### src/rtl/positron_layer_sequencer_pkg.sv
// posit_defines: shared state encoding and helper functions for the positron layer sequencer
package posit_defines;

    typedef enum logic [1:0] {IDLE, STREAM, DRAIN, EMIT} seq_state_t;

    function automatic int log2(input int n);
        int r;
        r = 1;
        while ((1 << r) < n) r++;
        return r;
    endfunction

    function automatic logic [63:0] nar(input int width);
        return 64'(1) << (width - 1);
    endfunction

endpackage

### src/rtl/positron_layer_sequencer_skid_fifo.sv
// seq_skid_fifo: 2-entry valid/ready FIFO carrying a posit beat with its sow/eow flags
module seq_skid_fifo #(
    parameter int DW = 6
) (
    input  logic          clk,
    input  logic          rst,
    input  logic          in_valid,
    output logic          in_ready,
    input  logic [DW-1:0] in_data,
    output logic          out_valid,
    input  logic          out_ready,
    output logic [DW-1:0] out_data
);

    logic [DW-1:0] mem [2];
    logic          wp, rp;
    logic [1:0]    cnt;
    logic          push, pop;

    assign in_ready  = cnt != 2'd2;
    assign out_valid = cnt != 2'd0;
    assign out_data  = mem[rp];
    assign push      = in_valid && in_ready;
    assign pop       = out_valid && out_ready;

    // ping-pong storage with occupancy count
    always_ff @(posedge clk) begin
        if (rst) begin
            wp     <= 1'b0;
            rp     <= 1'b0;
            cnt    <= 2'd0;
            mem[0] <= '0;
            mem[1] <= '0;
        end else begin
            if (push) mem[wp] <= in_data;
            wp  <= push ? ~wp : wp;
            rp  <= pop ? ~rp : rp;
            cnt <= cnt + 2'(push) - 2'(pop);
        end
    end

endmodule

### src/rtl/positron_layer_sequencer.sv
// positron_layer_sequencer: broadcasts one activation frame to a positron array and serializes the results; SEQ_TIMEOUT_EN adds a drain watchdog
module positron_layer_sequencer
    import posit_defines::*;
#(
    parameter int POSIT_WIDTH          = 4,
    parameter int NB_UPSTREAM_POSITRON = 784,
    parameter int NB_POSITRON          = 16,
    parameter int TIMEOUT_CYCLES       = 1024
) (
    input  logic                                  clk,
    input  logic                                  rst,
    input  logic                                  start_i,
    output logic                                  busy_o,
    output logic                                  done_o,
    output logic [log2(NB_UPSTREAM_POSITRON)-1:0] act_addr_o,
    output logic                                  act_rd_en_o,
    input  logic [POSIT_WIDTH-1:0]                act_data_i,
    output logic                                  pos_rts_o,
    output logic                                  pos_sow_o,
    output logic                                  pos_eow_o,
    output logic [POSIT_WIDTH-1:0]                pos_posit_o,
    input  logic [NB_POSITRON-1:0]                pos_rtr_i,
    output logic                                  pos_rtr_o,
    input  logic [NB_POSITRON-1:0]                pos_rts_i,
    input  logic [NB_POSITRON*POSIT_WIDTH-1:0]    pos_posit_i,
    output logic                                  rts_o,
    input  logic                                  rtr_i,
    output logic                                  eow_o,
    output logic [log2(NB_POSITRON)-1:0]          index_o,
    output logic [POSIT_WIDTH-1:0]                posit_o,
    output logic                                  error_o
);

    localparam int W  = POSIT_WIDTH;
    localparam int AW = log2(NB_UPSTREAM_POSITRON);
    localparam int IW = log2(NB_POSITRON);
    localparam int CW = $clog2(NB_UPSTREAM_POSITRON + 1);
    localparam logic [CW-1:0] NB_RD   = CW'(NB_UPSTREAM_POSITRON);
    localparam logic [CW-1:0] LAST_RD = CW'(NB_UPSTREAM_POSITRON - 1);
    localparam logic [IW-1:0] LAST_EM = IW'(NB_POSITRON - 1);

    seq_state_t             state;
    logic [CW-1:0]          rd_cnt;
    logic                   rd_q, rd_sow_q, rd_eow_q, rd_go;
    logic [2:0]             occ;
    logic [1:0]             f_cnt;
    logic                   f_in_ready, f_valid, f_ready, beat_acc;
    logic [W+1:0]           f_data;
    logic [IW-1:0]          em_cnt;
    logic [NB_POSITRON-1:0] cap_v;
    logic [W-1:0]           cap [NB_POSITRON];
    logic                   timeout;
    logic [W-1:0]           fill_val;

    assign f_ready  = (state == STREAM) && (&pos_rtr_i);
    assign beat_acc = f_valid && f_ready;
    assign f_cnt    = !f_in_ready ? 2'd2 : {1'b0, f_valid};
    assign occ      = 3'(f_cnt) + 3'(rd_q) - 3'(beat_acc);
    assign rd_go    = (state == STREAM || (state == IDLE && start_i)) && rd_cnt < NB_RD && occ < 3'd2;

    assign act_rd_en_o = rd_go;
    assign act_addr_o  = rd_go ? rd_cnt[AW-1:0] : '0;
    assign pos_rts_o   = f_valid;
    assign pos_sow_o   = f_valid && f_data[W+1];
    assign pos_eow_o   = f_valid && f_data[W];
    assign pos_posit_o = f_valid ? f_data[W-1:0] : '0;
    assign pos_rtr_o   = state == DRAIN;
    assign busy_o      = state != IDLE;
    assign rts_o       = state == EMIT;
    assign eow_o       = rts_o && em_cnt == LAST_EM;
    assign index_o     = em_cnt;
    assign posit_o     = rts_o ? cap[em_cnt] : '0;

    seq_skid_fifo #(.DW(W + 2)) u_fifo (
        .clk       (clk),
        .rst       (rst),
        .in_valid  (rd_q),
        .in_ready  (f_in_ready),
        .in_data   ({rd_sow_q, rd_eow_q, act_data_i}),
        .out_valid (f_valid),
        .out_ready (f_ready),
        .out_data  (f_data)
    );

`ifdef SEQ_TIMEOUT_EN
    localparam int TW = $clog2(TIMEOUT_CYCLES + 1);
    localparam logic [TW-1:0] TO_LAST = TW'(TIMEOUT_CYCLES - 1);
    logic [TW-1:0] wd_cnt;
    logic          err_q;
    assign timeout  = state == DRAIN && !(&cap_v) && wd_cnt == TO_LAST;
    assign fill_val = W'(nar(W));
    assign error_o  = err_q;
    // watchdog counts DRAIN cycles from zero on every DRAIN entry; error is sticky
    always_ff @(posedge clk) begin
        if (rst) begin
            wd_cnt <= '0;
            err_q  <= 1'b0;
        end else begin
            wd_cnt <= state == DRAIN ? wd_cnt + TW'(1) : '0;
            err_q  <= err_q || timeout;
        end
    end
`else
    assign timeout  = 1'b0;
    assign fill_val = '0;
    assign error_o  = 1'b0 & (TIMEOUT_CYCLES > 0);
`endif

    // sequencer FSM with read pipeline, result capture and emit counter
    always_ff @(posedge clk) begin
        if (rst) begin
            state    <= IDLE;
            rd_cnt   <= '0;
            rd_q     <= 1'b0;
            rd_sow_q <= 1'b0;
            rd_eow_q <= 1'b0;
            em_cnt   <= '0;
            cap_v    <= '0;
            done_o   <= 1'b0;
            for (int k = 0; k < NB_POSITRON; k++) cap[k] <= '0;
        end else begin
            rd_q     <= rd_go;
            rd_sow_q <= rd_cnt == '0;
            rd_eow_q <= rd_cnt == LAST_RD;
            rd_cnt   <= rd_go ? rd_cnt + CW'(1) : rd_cnt;
            done_o   <= 1'b0;
            case (state)
                IDLE: begin
                    if (start_i) begin
                        state <= STREAM;
                        cap_v <= '0;
                    end
                end
                STREAM: begin
                    if (beat_acc && f_data[W]) begin
                        state  <= DRAIN;
                        rd_cnt <= '0;
                    end
                end
                DRAIN: begin
                    for (int k = 0; k < NB_POSITRON; k++) begin
                        if (!cap_v[k] && (pos_rts_i[k] || timeout)) begin
                            cap[k]   <= pos_rts_i[k] ? pos_posit_i[k*W +: W] : fill_val;
                            cap_v[k] <= 1'b1;
                        end
                    end
                    if (&cap_v || timeout) begin
                        state  <= EMIT;
                        em_cnt <= '0;
                    end
                end
                EMIT: begin
                    if (rtr_i) begin
                        em_cnt <= em_cnt == LAST_EM ? '0 : em_cnt + IW'(1);
                        state  <= em_cnt == LAST_EM ? IDLE : EMIT;
                        done_o <= em_cnt == LAST_EM;
                    end
                end
                default: state <= IDLE;
            endcase
        end
    end

endmodule

### config.mk
export PLATFORM = sky130hd
export DESIGN_NAME = positron_layer_sequencer
export DESIGN_NICKNAME = d
export VERILOG_FILES = /design/src/rtl/positron_layer_sequencer_pkg.sv /design/src/rtl/positron_layer_sequencer_skid_fifo.sv /design/src/rtl/positron_layer_sequencer.sv
export SDC_FILE = /design/constraint.sdc
export NUM_CORES = 1
export LEC_CHECK = 0
export ABC_AREA = 0
export BUFFER_PORTS_ARGS = -buffer_cell sky130_fd_sc_hd__buf_2
export CAP_MARGIN = 20
export CORE_ASPECT_RATIO = 1.25
export CORE_MARGIN = 2
export CORE_UTILIZATION = 49
export DETAILED_ROUTE_END_ITERATION = 7
export GPL_TIMING_DRIVEN = 0
export PLACE_DENSITY = 0.75
export SLEW_MARGIN = 20
export SYNTH_ARGS = -nofsm -noshare
export SYNTH_HDL_FRONTEND = slang
export SYNTH_SLANG_ARGS = --single-unit
### constraint.sdc
create_clock -name clk -period 3.1 [get_ports clk]
set_input_delay 0.155 -clock clk [delete_from_list [all_inputs] [get_ports clk]]
set_output_delay 0.155 -clock clk [all_outputs]
set_load 0.01 [all_outputs]
### After elaboration in Yosys (flattened, before gate mapping)

Memory sizes are Yosys's and may differ from the RTL's. A register that Yosys moved wholly into a read port is not among the register bits.
Cells that the tools add are included.

| word-level totals | value |
|---|---|
| bits in registers | 40 |
| RAM bits | 76 |
| bits of input ports | 104 |
| output and inout bits | 32 |
| word-level logic and storage cells | 296 |
| memories | 2 |

Memory list:

| name | depth | bits a word | rd ports | clocked after Yosys merged registers in | write ports | RTL line | text |
|---|---|---|---|---|---|---|---|
| cap | 16 | 4 | 1 | 1 | 16 | positron_layer_sequencer.sv:51 | `logic [W-1:0] cap [NB_POSITRON];` |
| u_fifo.mem | 2 | 6 | 1 | 1 | 2 | positron_layer_sequencer_skid_fifo.sv:15 | `logic [DW-1:0] mem [2];` |

| operators by class | value |
|---|---|
| add/subtract/negate cells | 6 |
| order comparisons | 2 |
| equality and inequality tests | 26 |
| multiplexer cells | 143 |
| bitwise logic cells | 20 |
| reduce and logical (&&, ||, !) cells | 71 |

Operator list:

| operator | count |
|---|---|
| 4-bit two-way mux | 39 |
| 1-bit two-way mux | 89 |
| 3-bit AND reduction | 17 |
| 10-bit two-way mux | 4 |
| 2-bit by 1-bit inequality test with 1-bit output (second input constant) | 19 |
| 16-bit case mux with 2 select lines | 1 |
| 16-bit AND reduction | 2 |
| 1-bit logical AND | 26 |
| 1-bit zero test | 16 |
| 16-bit two-way mux | 1 |
| 1-bit OR | 16 |
| 2-bit two-way mux | 6 |
| 10-bit by 1-bit adder with 10-bit output (second input constant) | 1 |
| 10-bit equality test (second input constant) | 1 |
| 10-bit zero test | 1 |
| 10-bit < comparator (second input constant) | 1 |
| 2-bit case mux with 4 select lines | 1 |
| 4-bit case mux with 2 select lines | 1 |
| 2-bit nonzero test | 4 |
| 6-bit two-way mux | 1 |
| 6-bit OR reduction | 1 |
| 4-bit by 1-bit adder with 4-bit output (second input constant) | 1 |
| 2-bit equality test (second input constant) | 2 |
| 4-bit equality test (second input constant) | 1 |
| other kinds (12) | 16 |

### Longest topological paths before layout

Gate-level depths: netlist (run 1).

| logic depth | value |
|---|---|
| depth in word-level cells | 9 |
| mapped depth | 13 |

### Hierarchy

Synthesis (run 1) repeated with hierarchy kept, for this count alone.

| unflattened totals | value |
|---|---|
| cells, all modules | 495 |
| area total of the unflattened synthesis | 5751.8 µm² |

Modules (own cells, without submodules):

| module | times used | cells each | area an instance (µm²) | seq. area each (µm²) |
|---|---|---|---|---|
| positron_layer_sequencer | 1 | 431 | 4982.3 | 2722.6 |
| seq_skid_fifo | 1 | 64 | 769.5 | 460.4 |

### Worst setup path before layout (run 1)

Ideal clock, no wire load.

| timing | value |
|---|---|
| path type | flip-flop to flip-flop |
| from | register state[0] |
| to | register rd_cnt[7] |
| setup time | 117 ps |
| arrival | 2749 ps |
| slack | 234 ps |
| cell stages (with the launch flop) | 14 |
| path through | dfxtp_1 -> buf_2 -> nand2b_1 -> nor3_1 -> and3_1 -> ha_1 -> nor2b_1 -> fa_1 -> nor2_1 -> o21ai_0 -> clkbuf_1 -> nor4b_1 -> xnor2_1 -> nor2_1 |

| on the way | value |
|---|---|
| word-level cells in the longest chain between the ends | 9 |
| elaborated cells on any way between the ends | 14 |
| those cells by class | add/sub (1); order compare (1); eq/ne (1); mux (3); reduce/logical (8) |

Ends and longest elaborated chain:

| what | RTL line | text |
|---|---|---|
| start: declaration | positron_layer_sequencer.sv:42 | `seq_state_t state;` |
| start signal: assignment | positron_layer_sequencer.sv:155 | `state <= em_cnt == LAST_EM ? IDLE : EMIT;` |
| 2-bit by 1-bit equality test with 1-bit output * | positron_layer_sequencer.sv:55 | `assign f_ready = (state == STREAM) && (&pos_rtr_i);` |
| 1-bit logical AND * | positron_layer_sequencer.sv:55 |  |
| 1-bit logical AND * | positron_layer_sequencer.sv:56 | `assign beat_acc = f_valid && f_ready;` |
| net beat_acc | positron_layer_sequencer.sv:47 | `logic f_in_ready, f_valid, f_ready, beat_acc;` |
| 3-bit by 1-bit subtractor with 3-bit output | positron_layer_sequencer.sv:58 | `assign occ = 3'(f_cnt) + 3'(rd_q) - 3'(beat_acc);` |
| 3-bit by 2-bit < comparator with 1-bit output | positron_layer_sequencer.sv:59 | `assign rd_go = (state == STREAM \|\| (state == IDLE && start_i)) && rd_cnt < NB_RD && occ < 3'd2;` |
| 1-bit logical AND | positron_layer_sequencer.sv:59 |  |
| 10-bit two-way mux | positron_layer_sequencer.sv:125 | `rd_cnt <= rd_go ? rd_cnt + CW'(1) : rd_cnt;` |
| 10-bit two-way mux | positron_layer_sequencer.sv:135 | `if (beat_acc && f_data[W]) begin` |
| 10-bit two-way mux * | positron_layer_sequencer.sv:127 | `case (state)` |
| end signal: assignment | positron_layer_sequencer.sv:125 |  |
| end: declaration | positron_layer_sequencer.sv:43 | `logic [CW-1:0] rd_cnt;` |

The timed path passes the listed nets; every way through them passes the cells marked *.
A chain may end at the register's enable or synchronous reset.

### Worst setup path after layout (run 1)

| timing | value |
|---|---|
| from | register state[1] |
| to | output act_addr_o[2] |

| on the way | value |
|---|---|
| word-level cells in the longest chain between the ends | 7 |
| elaborated cells on any way between the ends | 11 |
| those cells by class | add/sub (1); order compare (1); eq/ne (1); mux (1); reduce/logical (7) |

Ends and longest elaborated chain:

| what | RTL line | text |
|---|---|---|
| 2-bit by 1-bit equality test with 1-bit output | positron_layer_sequencer.sv:55 |  |
| 1-bit logical AND | positron_layer_sequencer.sv:55 |  |
| 1-bit logical AND | positron_layer_sequencer.sv:56 |  |
| net beat_acc | positron_layer_sequencer.sv:47 |  |
| 3-bit by 1-bit subtractor with 3-bit output | positron_layer_sequencer.sv:58 |  |
| 3-bit by 2-bit < comparator with 1-bit output | positron_layer_sequencer.sv:59 |  |
| 1-bit logical AND | positron_layer_sequencer.sv:59 |  |
| 10-bit two-way mux | positron_layer_sequencer.sv:62 | `assign act_addr_o = rd_go ? rd_cnt[AW-1:0] : '0;` |
| end: declaration | positron_layer_sequencer.sv:15 | `output logic [log2(NB_UPSTREAM_POSITRON)-1:0] act_addr_o,` |

The timed path passes the listed nets, and every way through them passes these cells.

==> metrics, run 1 <==
nets=770; final core occ=0.6508; count of input and output buffers=134; overall power=4792 uW; Layout area overhead=30.07%; post-synth top area cell=edfxtp_1; vias in the first global route=4564; Mapped Cells=494; Hold Path Class=primary input to flop; initial antenna violation count=0; reg2reg setup slack=0.32 ns; final hold vios=0; Mapped Nets=605; Max-Cap Viols=0; Pins Over Slew Limit=0; largest net degree at the start of global routing=17; gpl congestion=0.8900; final WL=14910 um; total gr overflow=0; via count=4459; CTS buffer count=17; die area=0.01270 mm^2; critical path launch point type=flop; Mapped Area=0.005784 mm^2; ys async rst share=0; Die X=101.2 um; fin crit share=0.9941; worst slew pin tran=1.038 ns; GRT Total Usage=0.2384; Most used DFF post-synth=edfxtp_1; Synth top area share=0.3945; Seq/Total Area, Yosys=0.5503; CTS tree=done; Initial Util=0.5003; fraction of layout cells with a size suffix above 1=0.3795; critical path class=flop to primary output; pwr/cell area=637.0 mW/mm^2; final setup vio count=0; critical path required time=2.94 ns; Worst EP arrival=2.93 ns; syn_area_per_cell=11.71 um^2; Fmax achieved=324.5 MHz; row cnt=44; drt wl/cell=18.39 um; clk sinks=121; Placed Cells=766; initial DRC count=216; die height=125.5 um; deepest clock path buffer count=2; most numerous cell in the Yosys netlist=and2_1; Reg clk slew, reported paths=0.06 ns; top area cells in the synthesized netlist=edfxtp_1, dfxtp_1, and2_1, mux4_2, mux2i_1; distinct cell type count of the synthesized netlist=44; Leak=0.003108 uW; latest clock arrival within the worst-skew pair=0.41 ns; status=completed; Yosys reg bits=121; clock skew=0.006127 ns; post-layout min period=3.082 ns; Post-Layout Cell Count=811; unrepaired setup endpoints after global routing=yes; critical path endpoint category=primary output; CTS H-tree lvls=4; Post-synth top cells=and2_1, edfxtp_1, dfxtp_1, nor2_1, inv_1; global-route wire length before repair=22870 um; synth warn=0; max_slew headroom=0.3081; DP HPWL=10770 um; Residual DRC=0; EDFF count, synth=76; Crit Path Max Fanout=5; routed vias/inst=5.498; VDD IR-drop max=0.3801 mV; DR pass1 iterations=5; Antenna Violating Nets Remaining=0; core area=0.01156 mm^2; Root Buffer=clkbuf_16; # IOs=136
layout make-up:
class | instances | area (um^2)
fill | 895 | 4038
clock inverter | 14 | 195.2
sequential | 121 | 3188
clock buffer | 18 | 439.2
inverter | 28 | 105.1
antenna | 1 | 2.502
buffer | 21 | 105.1
multi-input combinational | 324 | 2501
tap | 138 | 172.7
timing repair buffer | 146 | 814.5
flip-flops by register name, indices dropped and copies added (netlist names), named ones only:
signal / flops
u_fifo.cnt: 2
u_fifo.wp: 1
u_fifo.mem: 12
rd_q: 1
state: 2
cap_v: 16
rd_cnt: 10
index_o: 4
rd_eow_q: 1
done_o: 1
rd_sow_q: 1
u_fifo.rp: 1
cap: 64
critical path: stages (launching register included):
cell	delay, ns
dfxtp_4	0.35
nand2b_4	0.15
nor3_4	0.17
and3_4	0.22
ha_4	0.20
nor2b_4	0.11
fa_1	0.43
nor2_2	0.11
o21ai_2	0.09
nor3_4	0.27
buf_6	0.16
and2_4	0.14
buf_6	0.10
routing by layer:
| layer | vias to the layer above | global-route usage | routed length (um) |
|---|---|---|---|
| li1 | 2117 | - | - |
| met1 | 2141 | 0.2637 | 5549 |
| met2 | 183 | 0.4394 | 8127 |
| met3 | 18 | 0.05981 | 1032 |
| met4 | 0 | 0.07472 | 202 |
| met5 | - | 0 | 0 |
logic make-up after synthesis:
family / count (synthesis) / share of synthesized area
flip-flops: 121 / 0.5503
XOR/XNOR: 13 / 0.01968
adder cells (fa/ha/maj): 7 / 0.01644
multiplexers: 31 / 0.08825
buffers and inverters: 49 / 0.03396
AND/OR/NAND/NOR: 212 / 0.2196
AO/OA/AOI/OAI: 60 / 0.07117
other: 1 / 0.0006483
repair_timing:
item / in CTS / in global routing
hold buffers: 0 / 0
endpoints found under the hold margin: 0 / 0
resized for setup: 14 / 30
buffers inserted: 9 / 2
gates cloned: 1 / 0
pin swaps: 5 / 6
setup endpoints to repair: 19 / 11
layout by cell type (no fill, tap or decap), types with 10 or more instances in the layout:
master     synthesis  final
buf_2              7    132
nand2_1           15     15
buf_4              1     12
nor3_1            12     11
a21oi_1           15     15
nand4_1           10     10
a21o_1            10     10
dfxtp_1           45     43
xnor2_1           10     10
nor2b_1           14     13
mux4_2            16     16
nor3b_2           10     10
clkbuf_16          0     17
inv_1             28     28
and2_1            85     77
mux2i_1           15     15
nand3_1           10     10
buf_6              0     11
a31o_2            17     17
edfxtp_1          76     76
nor2_1            30     28
report_power, final:
part / internal (uW) / total (uW) / switching [uW] / leakage (uW)
Sequential: 1870 / 1960 / 87.8 / 0.00116
Clock: 1370 / 2110 / 735 / 0.000311
Combinational: 325 / 729 / 405 / 0.00164
Total: 3560 / 4790 / 1230 / 0.00311
metrics by stage:
stage                     hold slack (ns)  instance area [um^2]  TNS (ns)  setup WS, ns
after CTS                         0.01095                  7380         0       0.01316
after global placement             0.4334                  6628    -1.849       -0.1753
after floorplan                    0.3334                  5784         0        0.2340
after detailed placement           0.4346                  6628    -2.176       -0.1966
after global routing              0.01653                  7521   -0.7466      -0.09153
final                             0.01985                  7523         0       0.01834
path summary, 6_finish.rpt:
path / cells after the start / end / startpoint
max: 12 / act_addr_o[2] / state[1]
min: 2 / cap[3][3] / pos_posit_i[15]
max reg2reg: 12 / rd_cnt[7] / state[1]
min reg2reg: 2 / cap_v[10] / cap_v[10]
(Power assumes the default switching activity.)
==> inputs of run 2 (changes only) <==
--- a/config.mk
+++ b/config.mk
@@ -12,7 +12,6 @@
 export CORE_MARGIN = 2
 export CORE_UTILIZATION = 49
 export DETAILED_ROUTE_END_ITERATION = 7
-export GPL_TIMING_DRIVEN = 0
 export PLACE_DENSITY = 0.75
 export SLEW_MARGIN = 20
 export SYNTH_ARGS = -nofsm -noshare
==> metrics, run 2 (synthesis results as in run 1) <==
status=completed; via count=4342; overall power=4476 uW; CTS buffer count=17; VDD IR-drop max=0.3970 mV; die height=125.5 um; initial antenna violation count=0; most frequent cells in the layout=buf_2, and2_1, edfxtp_1; register share of total power=0.437; Die X=101.2 um; routed vias/inst=5.469; Largest Register=cap; CP cell instances=nand2b_4 -> nor3_4 -> and3_4 -> ha_4 -> nor2b_2 -> fa_1 -> nor2_1 -> o21ai_2 -> nor3_2 -> buf_6 -> and2_1 -> buf_2; total gr overflow=0; slowest cell delay on critical path=0.42 ns; DP HPWL=10350 um; crit-path leading delay family=simple AND/OR/NAND/NOR gates; CTS tree=done; worst path bufs/invs=2; clock skew=0.008276 ns; Fmax achieved=329.6 MHz; die area=0.01270 mm^2; # IOs=136; Leak=0.003014 uW; max_slew headroom=0.3227; Crit Path Max Fanout=12; Worst EP arrival=2.88 ns; Top Registers=cap x64, cap_v x16, u_fifo.mem x12; Residual DRC=0; Max-Cap Viols=0; nets=754; Sw Pwr=1150 uW; Root Buffer=clkbuf_16; fin crit share=0.9787; drt wl/cell=17.78 um; fraction of layout cells with a size suffix above 1=0.3598; count of input and output buffers=134; global-route wire length before repair=21330 um; gpl congestion=0.8519; Initial Util=0.5003; core area=0.01156 mm^2; Hold Path Class=primary input to flop; Slowest cell on crit path=fa_1; Antenna Violating Nets Remaining=0; critical path required time=2.94 ns; Pins Over Slew Limit=0; max reg flops=64; pwr/cell area=612.4 mW/mm^2; final setup vio count=0; row cnt=44; DR pass1 iterations=5; final hold vios=0; Diodes inserted=0; deepest clock path buffer count=2; worst slew pin tran=1.016 ns; final worst hold slack=0.01404 ns; clk sinks=121; most common cell after layout, fill and taps aside=buf_2; final WL=14120 um; switching share of total power=0.2569; internal power=3326 uW; latest clock arrival within the worst-skew pair=0.41 ns; Logic pwr share=0.161; post-layout min period=3.034 ns; Layout area overhead=26.37%; largest net degree at the start of global routing=39; CTS H-tree lvls=4; clock network power share=0.401; Reg clk slew, reported paths=0.06 ns; GRT Total Usage=0.2221; initial DRC count=181; critical path endpoint category=primary output; vias in the first global route=4312; critical path class=flop to primary output; critical path launch point type=flop; final core occ=0.6323
-- run 2: changes by cell type in the layout (fill, tap and decap cells not counted), moves of 4 or more --
cell      delta
and2_1       +8
buf_1        -4
and2_4       -8
clkbuf_1     -5
buf_6        -9
-- run 2: final timing paths --
kind                                      from            end  slack [ns]  cells after the start
worst min register to register       cap_v[15]      cap_v[15]        0.49                      2
worst max register to register        state[1]      rd_cnt[3]        0.33                     12
worst min-delay path            pos_posit_i[7]      cap[1][3]        0.01                      2
worst max-delay path                  state[1]  act_addr_o[5]        0.07                     12
-- run 2: worst reg2reg max path, cell delays in order (launching register included) --
cell and delay, ns:
dfxtp_2 0.32, nand2b_4 0.15, nor3_4 0.18, and3_4 0.24, ha_4 0.21, nor2b_2 0.12
fa_1 0.42, nor2_1 0.15, o21ai_2 0.10, buf_6 0.15, nor4_1 0.35, xnor2_1 0.19
nor2_1 0.07
-- run 2: timing repair --
item | in CTS | in global routing
setup endpoints to repair | 11 | 11
pin swaps | 1 | 5
gates resized for setup | 5 | 12
endpoints found under the hold margin | 1 | 0
hold buffers | 1 | 0
buffers inserted | 1 | 7
gates cloned | 0 | 0
-- run 2: final cells by class --
type                    instances  area [um^2]
fillers                       911         4252
flip-flops and latches        121         3184
multi-input cells             324         2496
repair buffers                151        808.3
clock buffers                  22        464.2
well taps                     138        172.7
inverters                      28        105.1
clock inverters                10        78.83
-- run 2: layer usage --
metal  vias up  share of wire  global-route usage
met3        24          0.064             0.06149
met2       147           0.54              0.3970
li1       2070              -                   -
met1      2101           0.38              0.2506
met4         0          0.017             0.07631
met5         -              0                   0
-- run 2: power groups by stage --
stage | registers (uW) | logic [uW] | clock network [uW]
after floorplan | 1950 | 401 | 0
after global placement | 1970 | 603 | 0
after detailed placement | 1980 | 624 | 0
after CTS | 1950 | 642 | 1810
after global routing | 1970 | 791 | 1880
final | 1960 | 723 | 1800
-- run 2: stage by stage --
step | std cells | worst slack, ns | area, um^2 | setup TNS, ns
5_1_grt | 794 | -0.09344 | 7310 | -0.7289
6_report | 794 | 0.06607 | 7310 | 0
4_1_cts | 787 | 0.008223 | 7192 | 0
3_5_place_dp | 753 | 0.06617 | 6596 | 0
3_3_place_gp | 753 | 0.2183 | 6596 | 0
2_1_floorplan | 494 | 0.2340 | 5784 | 0
==> inputs of run 3 (changes only) <==
--- a/config.mk
+++ b/config.mk
@@ -8,7 +8,7 @@
 export ABC_AREA = 0
 export BUFFER_PORTS_ARGS = -buffer_cell sky130_fd_sc_hd__buf_2
 export CAP_MARGIN = 20
-export CORE_ASPECT_RATIO = 1.25
+export CORE_ASPECT_RATIO = 1.5
 export CORE_MARGIN = 2
 export CORE_UTILIZATION = 49
 export DETAILED_ROUTE_END_ITERATION = 7
==> metrics, run 3 (synthesis results as in run 1) <==
core area=0.01153 mm^2; Top Registers=cap x64, cap_v x16, u_fifo.mem x12; Max-Cap Viols=0; routed wl met3=848 um; nets=757; post-layout min period=3.120 ns; Diodes inserted=0; max reg flops=64; vias in the first global route=4568; final core occ=0.6392; deepest clock path buffer count=2; Reg clk slew, reported paths=0.06 ns; # IOs=136; Leak=0.003017 uW; Die X=92.71 um; Post-Layout Cell Count=809; worst reg2reg path depth=14; top sig layer=met4; violated checks=negative setup slack; largest net degree at the start of global routing=33; initial DRC count=226; count of input and output buffers=134; gpl congestion=0.8018; Residual DRC=0; VDD IR-drop max=0.4408 mV; fraction of layout cells with a size suffix above 1=0.3763; row cnt=48; Initial Util=0.5016; DR pass1 iterations=7; CTS buffer count=17; Fmax achieved=320.5 MHz; Pins Over Slew Limit=0; Layout area overhead=27.43%; metal2 WL=8072 um; final WL=14520 um; most common cell after layout, fill and taps aside=buf_2; DP HPWL=10850 um; Root Buffer=clkbuf_16; final setup vio count=2; Placed Cells=765; Hold EP=cap[2][1]; critical path endpoint category=primary output; status=finished, violations left; worst hold path depth=2; Antenna Violating Nets Remaining=0; met1 wire length=5081 um; total gr overflow=0; unrepaired setup endpoints after global routing=yes; Hold Path Class=primary input to flop; final hold vios=0; RR Startpoint=state[1]; fin crit share=1.006; global-route wire length before repair=22210 um; clk sinks=121; routed vias/inst=5.439; clock skew=0.004413 ns; critical path required time=2.94 ns; latest clock arrival within the worst-skew pair=0.41 ns; CTS tree=done; Crit Path Max Fanout=6; Worst EP arrival=2.96 ns; initial antenna violation count=0; FF-to-FF End=rd_cnt[7]; die height=137.1 um; hold buffer count at cts=0; max_slew headroom=0.3682; Largest Register=cap; hold path startpoint=pos_posit_i[9]; die area=0.01271 mm^2; pwr/cell area=602.6 mW/mm^2; Layout fillers=903; drt wl/cell=17.95 um; critical path launch point type=flop; reg2reg setup slack=0.21 ns; critical path class=flop to primary output; most frequent cells in the layout=buf_2, and2_1, edfxtp_1; worst slew pin tran=0.9477 ns; setup_tns=-0.02342 ns; CTS H-tree lvls=4; post-route setup slack=-0.01968 ns; via count=4400; GRT Total Usage=0.2327
==> run 3: cell count changes in the layout (fill, tap and decap cells not counted), sizes merged <==
cell	before	now
inv	28	30
dlygate4sd3	1	0
buf	150	154
clkbuf	22	17
bufinv	1	0
clkinvlp	2	7
clkinv	7	6
==> run 3: layout make-up <==
type / count / area [um^2] / area share
Tap cell: 150 / 187.7 / 0.02546
Sequential cell: 121 / 3186 / 0.4322
Timing Repair Buffer: 154 / 882.1 / 0.1197
Multi-Input combinational cell: 324 / 2480 / 0.3364
Inverter: 28 / 105.1 / 0.01426
Clock inverter: 15 / 105.1 / 0.01426
Clock buffer: 17 / 425.4 / 0.05772
==> run 3: worst max path at each step <==
stage,depth (start not counted),startpoint,slack (ns),endpoint
finish,13,state[1],-0.02,act_addr_o[9]
global placement,11,state[1],0.20,act_addr_o[3]
CTS,13,state[1],0.03,act_addr_o[5]
detailed placement,11,state[1],0.05,act_addr_o[3]
global route,13,state[1],-0.12,act_addr_o[9]
floorplan,13,state[0],0.23,rd_cnt[7]
==> run 3: layer usage <==
layer  track usage  up-vias
met3       0.04736       36
li1              -     2085
met4        0.1168        0
met1        0.2349     2091
met5             0        -
met2        0.4469      188
==> run 3: where the power goes <==
group | internal, uW | switching [uW]
Sequential | 1870 | 84.3
Combinational | 358 | 392
Clock | 1020 | 724
==> run 3: worst max-delay path: stages, from the launching register on <==
cell and delay, ns:
dfxtp_2 0.31, nand2b_4 0.15, nor3_4 0.18, and3_4 0.22, ha_4 0.20, nor2b_4 0.11, fa_1 0.41, nor2_1 0.10
o21ai_1 0.07, buf_4 0.16, nor3_4 0.23, buf_6 0.16, and2_4 0.15, buf_6 0.10
==> run 3: metrics by stage <==
step	cell area [um^2]	setup WS, ns	power, uW	hold WS, ns
2_1_floorplan	5784	0.2340	2349	0.3334
3_3_place_gp	6611	0.2034	2576	0.4356
3_5_place_dp	6611	0.04753	2606	0.4342
4_1_cts	7228	0.03097	4396	0.007593
5_1_grt	7371	-0.1198	4639	0.01431
6_report	7371	-0.01968	4442	0.01972
==> run 3: repair_timing <==
| action | CTS | global route |
|---|---|---|
| pin swaps | 4 | 6 |
| gates resized for setup | 11 | 22 |
| cloned | 1 | 0 |
| endpoints found under the setup margin | 11 | 11 |
| hold endpoints to repair | 0 | 0 |
| setup buffers | 5 | 6 |
